<file path="src/rtl/id_stage.sv">
// Purpose : MIPS decode stage - IF/ID register, 32x32 register file with M/W bypass, branch/jump resolution.
// Latency : IF/ID captures on posedge; RD1/RD2 and Branch/J/Jr/Offset/A are combinational from Instr_D.
// Backpressure: Stall holds IF/ID and suppresses redirects; register-file writes proceed regardless.
//
// Ports:
//   Clk, Reset (sync, active-high)
//   Instr_F/PC_F      : fetched instruction and its PC, captured into Instr_D/PC_D
//   Stall             : hold IF/ID, force Branch/J/Jr low
//   WE_W/A3_W/WD_W    : write-back port (also bypassed same cycle)
//   FwdEn_M/FwdA_M/FwdD_M : M-stage forwarding (beats W bypass)
//   RD1/RD2           : forwarded rs/rt values
//   Branch/Offset/J/Index_D/Jr/A : next-PC controls returned to fetch
module id_stage #(
    parameter logic [31:0] RESET_PC = 32'h00003000
) (
    input  logic        Clk,
    input  logic        Reset,
    input  logic [31:0] Instr_F,
    input  logic [31:0] PC_F,
    input  logic        Stall,
    input  logic        WE_W,
    input  logic [4:0]  A3_W,
    input  logic [31:0] WD_W,
    input  logic        FwdEn_M,
    input  logic [4:0]  FwdA_M,
    input  logic [31:0] FwdD_M,
    output logic [31:0] Instr_D,
    output logic [31:0] PC_D,
    output logic [31:0] RD1,
    output logic [31:0] RD2,
    output logic        Branch,
    output logic [31:0] Offset,
    output logic        J,
    output logic [25:0] Index_D,
    output logic        Jr,
    output logic [31:0] A
);

    localparam logic [5:0] OP_RTYPE = 6'b000000;
    localparam logic [5:0] OP_J     = 6'b000010;
    localparam logic [5:0] OP_JAL   = 6'b000011;
    localparam logic [5:0] OP_BEQ   = 6'b000100;
    localparam logic [5:0] OP_BNE   = 6'b000101;
    localparam logic [5:0] FN_JR    = 6'b001000;

    logic [31:0] instr_q, instr_d;
    logic [31:0] pc_q, pc_d;
    logic [31:0] rf_q [32];
    logic [31:0] rf_d [32];

    // IF/ID register next-state: hold while stalled.
    always_comb begin
        instr_d = instr_q;
        pc_d    = pc_q;
        if (!Stall) begin
            instr_d = Instr_F;
            pc_d    = PC_F;
        end
    end

    // Register file next-state; $0 is never written.
    always_comb begin
        rf_d = rf_q;
        if (WE_W && (A3_W != 5'd0)) begin
            rf_d[A3_W] = WD_W;
        end
    end

    always_ff @(posedge Clk) begin
        if (Reset) begin
            instr_q <= 32'd0;
            pc_q    <= RESET_PC;
            for (int i = 0; i < 32; i++) begin
                rf_q[i] <= 32'd0;
            end
        end else begin
            instr_q <= instr_d;
            pc_q    <= pc_d;
            rf_q    <= rf_d;
        end
    end

    // Operand read with priority: $0, then M forward, then same-cycle W write, then array.
    function automatic logic [31:0] read_fwd(
        input logic [4:0]  r,
        input logic [31:0] rf_val,
        input logic        fwd_en,
        input logic [4:0]  fwd_a,
        input logic [31:0] fwd_d,
        input logic        we_w,
        input logic [4:0]  a3_w,
        input logic [31:0] wd_w
    );
        logic [31:0] v;
        if (r == 5'd0)                     v = 32'd0;
        else if (fwd_en && (fwd_a == r))   v = fwd_d;
        else if (we_w && (a3_w == r))      v = wd_w;
        else                               v = rf_val;
        return v;
    endfunction

    logic [4:0] rs, rt;
    logic [5:0] op, funct;

    assign rs    = instr_q[25:21];
    assign rt    = instr_q[20:16];
    assign op    = instr_q[31:26];
    assign funct = instr_q[5:0];

    always_comb begin
        RD1 = read_fwd(rs, rf_q[rs], FwdEn_M, FwdA_M, FwdD_M, WE_W, A3_W, WD_W);
        RD2 = read_fwd(rt, rf_q[rt], FwdEn_M, FwdA_M, FwdD_M, WE_W, A3_W, WD_W);
    end

    // Redirects are suppressed while stalled so a stale operand never steers fetch;
    // the decision is re-evaluated on the first unstalled cycle.
    always_comb begin
        Branch = 1'b0;
        J      = 1'b0;
        Jr     = 1'b0;
        unique case (op)
            OP_BEQ:   Branch = (RD1 == RD2);
            OP_BNE:   Branch = (RD1 != RD2);
            OP_J,
            OP_JAL:   J      = 1'b1;
            OP_RTYPE: Jr     = (funct == FN_JR);
            default:  ;
        endcase
        if (Stall) begin
            Branch = 1'b0;
            J      = 1'b0;
            Jr     = 1'b0;
        end
    end

    assign Instr_D = instr_q;
    assign PC_D    = pc_q;
    assign Offset  = {{14{instr_q[15]}}, instr_q[15:0], 2'b00};
    assign Index_D = instr_q[25:0];
    assign A       = RD1;

endmodule

</file>
<file path="config.mk">
export PLATFORM = sky130hd
export DESIGN_NAME = id_stage
export DESIGN_NICKNAME = d
export VERILOG_FILES = /design/src/rtl/id_stage.sv
export SDC_FILE = /design/constraint.sdc
export NUM_CORES = 2
export LEC_CHECK = 0
export ABC_AREA = 1
export BUFFER_PORTS_ARGS = -buffer_cell sky130_fd_sc_hd__buf_2
export CORE_MARGIN = 3
export CORE_UTILIZATION = 30
export DETAILED_ROUTE_END_ITERATION = 12
export PLACE_DENSITY = 0.43
export REMOVE_ABC_BUFFERS = 1
export SYNTH_ARGS = -nofsm -noshare
export SYNTH_HDL_FRONTEND = slang
export SYNTH_SLANG_ARGS = --single-unit
</file>
<file path="constraint.sdc">
create_clock -name Clk -period 6 [get_ports Clk]
set_input_delay 1.2 -clock Clk [delete_from_list [all_inputs] [get_ports Clk]]
set_output_delay 1.2 -clock Clk [all_outputs]
set_load 0.01 [all_outputs]
</file>
======== Yosys cells after proc, flatten, opt, wreduce, memory -nomap -nowiden ========
Index checks and enable logic that the tools add are counted.
word-level totals
  input bits .............................. 143
  word-level logic and storage cells ...... 84
  flip-flop bits (word level) ............. 1088
operators by class
  magnitude comparators ................... 4
  reduce and logical (&&, ||, !) cells .... 11
  multiplexer cells ....................... 21
  equal/unequal tests ..................... 11
  bitwise logic cells ..................... 3
operators with widths
  kind                                                                   count
  1024-bit bitwise mux                                                   1
  32-bit 2-to-1 mux                                                      11
  32-bit binary-select mux with 5-bit select                             2
  32-bit demux with 5-bit select                                         1
  32-bit == test                                                         1
  32-bit inequality test                                                 1
  5-bit == test                                                          4
  6-bit greater-or-equal comparator (second input constant)              3
  5-bit NOT with 6-bit output                                            3
  6-bit by 2-bit == test with 1-bit output (second input constant)       2
  6-bit by 3-bit == test with 1-bit output (second input constant)       2
  5-bit zero test                                                        2
  6-bit by 4-bit == test with 1-bit output (second input constant)       1
  1-bit logical AND                                                      6
  6-bit zero test                                                        1
  6-bit by 1-bit < comparator with 1-bit output (second input constant)  1
  1-bit 2-to-1 mux                                                       5
  5-bit nonzero test                                                     1
  1-bit one-hot mux with 2 select lines                                  1
  2-bit OR reduction                                                     1

======== Depth between registers and ports, before layout ========
  depth in word-level cells ............... 10
  mapped depth ............................ 24
  gate-level depth less buffers ........... 21

======== Worst setup path after synthesis ========
Ideal clock, no wire load.
  path type ............................... input -> output
  start ................................... input port A3_W[3]
  end ..................................... output port Branch
  arrival time ............................ 3205 ps
  cell stages on the path ................. 16
  buffers on the path ..................... 2
  data required time ...................... 4800 ps
  setup slack ............................. 1595 ps
  cell sequence ........................... buf_2 > inv_1 > o22ai_1 > nor2_1 > nand3_2 > buf_1 > nand3_1 > a21boi_0 > nand2_1 > nand2_1 > nand2_1 > nor2_1 > nand2_1 > nor2_1 > a21oi_1 > nor2_1
between the ends
  longest elaborated chain between the ends .. 8
  elaborated cells between the ends (all ways) .. 14
RTL lines
  element                                                          RTL line  text
  start, declared                                                  22        input logic [4:0] A3_W,
  5-bit == test (*)                                                97        else if (we_w && (a3_w == r)) v = wd_w;
  1-bit logical AND (*)                                            97
  32-bit 2-to-1 mux (*)                                            97
  32-bit 2-to-1 mux (*)                                            96        else if (fwd_en && (fwd_a == r)) v = fwd_d;
  32-bit 2-to-1 mux (*)                                            95        if (r == 5'd0) v = 32'd0;
  named net RD2[22]                                                30        output logic [31:0] RD2,
  32-bit inequality test / 32-bit == test (equally long branches)  123, 122
  1-bit one-hot mux with 2 select lines (*)                        121       unique case (op)
  1-bit 2-to-1 mux (*)                                             129       if (Stall) begin
  end, declared                                                    31        output logic Branch,
Mark *: on every way through the listed nets, which the timed path passes. The rest lies on a longest branch.

======== Worst setup path in the final report ========
  start ................................... register instr_q[21] (netlist: Instr_D[21])
  end ..................................... output port Branch
between the ends
  longest elaborated chain between the ends .. 10
  elaborated cells between the ends (all ways) .. 16
RTL lines
  element                                                          RTL line  text
  start, declared                                                  46        logic [31:0] instr_q, instr_d;
  start signal, assigned                                           77        instr_q <= instr_d;
  5-bit NOT with 6-bit output (not written as such)                111       RD1 = read_fwd(rs, rf_q[rs], FwdEn_M, FwdA_M, FwdD_M, WE_W, A3_W, WD_W);
  32-bit binary-select mux with 5-bit select                       111
  32-bit 2-to-1 mux (not written as such) (2 in a row)             111
  32-bit 2-to-1 mux                                                97
  32-bit 2-to-1 mux                                                96
  32-bit 2-to-1 mux (*)                                            95
  32-bit inequality test / 32-bit == test (equally long branches)  123, 122
  1-bit one-hot mux with 2 select lines (*)                        121
  1-bit 2-to-1 mux (*)                                             129
Every way passes the cells marked *; elsewhere a longest branch is shown, timed or not. The select of a mux whose other input is x is not followed.

==> impl_metrics.csv <==
group,metric,value,unit
sta,finalSetupViolations,0,
clock_tree,cts_htree_levels,4,
synth,ys_ff_latch,1088,
finish,nets,9434,
sta,slew_viol_final,0,
flow_run,drv_cap,0,
placement,dp_hpwl,182000,microns
placement,pre_cts_slack,0.326,ns
clock_tree,clock_tree.root_cell,"clkbuf_16",
synth,synth_edf_count,0,
global_route,grt_max_degree,245,
die,coreArea,0.196,sq mm
finish,num-fill-cells,21200,
min_path,hold_class,"register to register",
critical_path,cp-end-kind,"primary output",
synth,ys_top_cells_by_area,"dfxtp_1, nand2_1, o21ai_0, a21oi_1, nand3_1",
clock_tree,path_clk_slew,0.05,ns
power_and_ir_drop,power_leakage,27.8,nW
sta,fin_ws,0.157,ns
route,ant_nets,0,
route,wl_per_cell,24.6,microns
sta,hold_violations,0,
clock_tree,clock_path_buffers,3,
sta,fmax,171,MHz
route,drt_wl_total,296000,microns
sta,slew_headroom,0.0846,
sta,rsz0062_at_grt,"no",
sta,max_slew.worst_pin.slew,1.37,ns
critical_path,path_max_fanout,95,
critical_path,cp-start-kind,"register",
synth,syn_inst,9441,
route,vias,64900,
clock_tree,cts_buffers,142,
global_route,antenna_found_initial,21,
sta,fin_crit_sh,0.974,
synth,synth-main-ff-cell,"dfxtp_1",
finish,fin_util,0.349,
placement,gp_congestion,0.893,
sta,finClkSkew,0,ns
synth,yosys-top-cells-count,"nand2_1, o21ai_0, a21oi_1, dfxtp_1, nand3_1",
route,via_per_inst,5.39,
synth,synthArstFlopShare,0,
sta,totalNegativeSetupSlack,0,ns
route,drtIter0Drc,6353,
placement,portBuffers,361,
synth,synth_warnings,0,
synth,synth.distinct_cells,32,
sta,whs,0.446,ns
sta,period_minus_slack,5.84,ns
synth,syn-cell-area,0.0594,sq mm
route,drc,0,
die,die_x,451,microns
global_route,grt_usage,0.280,
synth,synth_seq_area_share,0.367,
outcome,run_status,"finished, final reports clean",
finish,drive_gt1_frac,0.102,
global_route,grt_first_pass_wirelength,426000,microns
synth,synth.most_common_cell,"nand2_1",
die,fp.dieH,451,microns
power_and_ir_drop,vdd_ir_drop_max,0.307,mV
die,dieArea,0.203,sq mm
power_and_ir_drop,cellPowerDensity,285,mW/mm^2
synth,avgSynthCellArea,6.29,sq um
power_and_ir_drop,total_power,19.5,mW
route,drtPass1Iterations,5,
critical_path,crit_type,"register to primary output",
critical_path,cp.arrival,4.64,ns
die,rows,162,
clock_tree,clkSinkCount,1088,
global_route,overflow,0,
die,ioPinCount,364,
finish,area_growth,15.0,%
synth,synth_top_area_share,0.367,
clock_tree,clkLatencyLatePin,0.80,ns
synth,yosysTopAreaCell,"dfxtp_1",
global_route,grt_pass1_vias,59500,
die,start_util,0.303,
clock_tree,cts_tree,"built",
clock_tree,cts_hold_buf,0,
critical_path,required,4.80,ns
[final cells by class]
type	count	area, sq um	share of cell area
Antenna cell	14	35.0	0.000513
Clock buffer	209	4220	0.0618
Clock inverter	44	445	0.00652
Inverter	677	2620	0.0383
Multi-Input combinational cell	6728	31100	0.456
Sequential cell	1088	21800	0.319
Tap cell	2624	3280	0.0481
Timing Repair Buffer	654	4740	0.0694
[registers in the layout (all words and copies together), names as in the netlist]
name / cells
Instr_D: 32
PC_D: 32
rf_q: 1024
[layer usage]
metal / vias to the layer above / GRT usage / routed length (microns)
met3: 578 / 0.0428 / 20600
met1: 30700 / 0.371 / 128000
met2: 2734 / 0.445 / 133000
met5: - / 0 / 27
li1: 30900 / - / -
met4: 4 / 0.134 / 15100
[logic make-up (layout without fill, tap and decap cells)]
group	after synthesis	after routing	share of synthesized area
other	1	16	0.0000631
AND/OR/NAND/NOR	3854	3854	0.266
buffers and inverters	1626	1584	0.114
XOR/XNOR	4	4	0.000590
flip-flops	1088	1088	0.367
AO/OA/AOI/OAI	2868	2868	0.252
[timing repair]
action                                  in CTS  in global routing
setup buffers                                0                  3
hold endpoints to repair                     0                  0
resized for setup                            0                 24
endpoints found under the setup margin       0                  1
[worst max-delay path, cell delays in order, from the launching register on]
cell	delay, ns
dfxtp_4	0.56
buf_12	0.31
buf_16	0.34
nand2_1	0.10
nand3_1	0.11
nand2_1	0.05
nor2_1	0.17
nor2_1	0.08
nand2_1	0.11
nand3_1	0.11
a21boi_1	0.14
buf_4	0.14
nand2_1	0.05
nand2_1	0.20
nand2_1	0.20
nor2_1	0.20
nand2_1	0.08
nor2_1	0.12
a21oi_1	0.08
nor2_1	0.30
buf_2	0.27
[layout by cell type (no fill, tap or decap), types with 51 or more instances in the layout]
master     instances
nand2_1         2140
o21ai_0         1356
a21oi_1         1254
dfxtp_1         1078
nand3_1          998
inv_1            659
nor2_1           644
buf_2            361
o211ai_1         237
buf_4            230
clkbuf_16        145
buf_12            51
[per-stage QoR]
stage | cells | instance area, sq um
after floorplan | 8493 | 55200
after global placement | 11800 | 63500
after detailed placement | 11800 | 63500
after CTS | 12000 | 68200
after global routing | 12000 | 68300
final | 12000 | 68300
[report_power, final]
part	internal, mW	switching, mW	total (mW)
Clock	5.10	3.60	8.69
Sequential	7.34	0.104	7.45
Combinational	0.930	2.42	3.35
[worst paths after layout]
| kind | start | endpoint | slack, ns | cells past startpoint |
|---|---|---|---|---|
| hold reg to reg | rf_q[1012] | rf_q[1012] | 0.45 | 2 |
| setup reg to reg | Instr_D[17] | Instr_D[17] | 4.04 | 3 |
| hold / removal | rf_q[1012] | rf_q[1012] | 0.45 | 2 |
| setup / recovery | Instr_D[21] | Branch | 0.16 | 20 |
No activity file was read; power rests on OpenSTA's default activity.
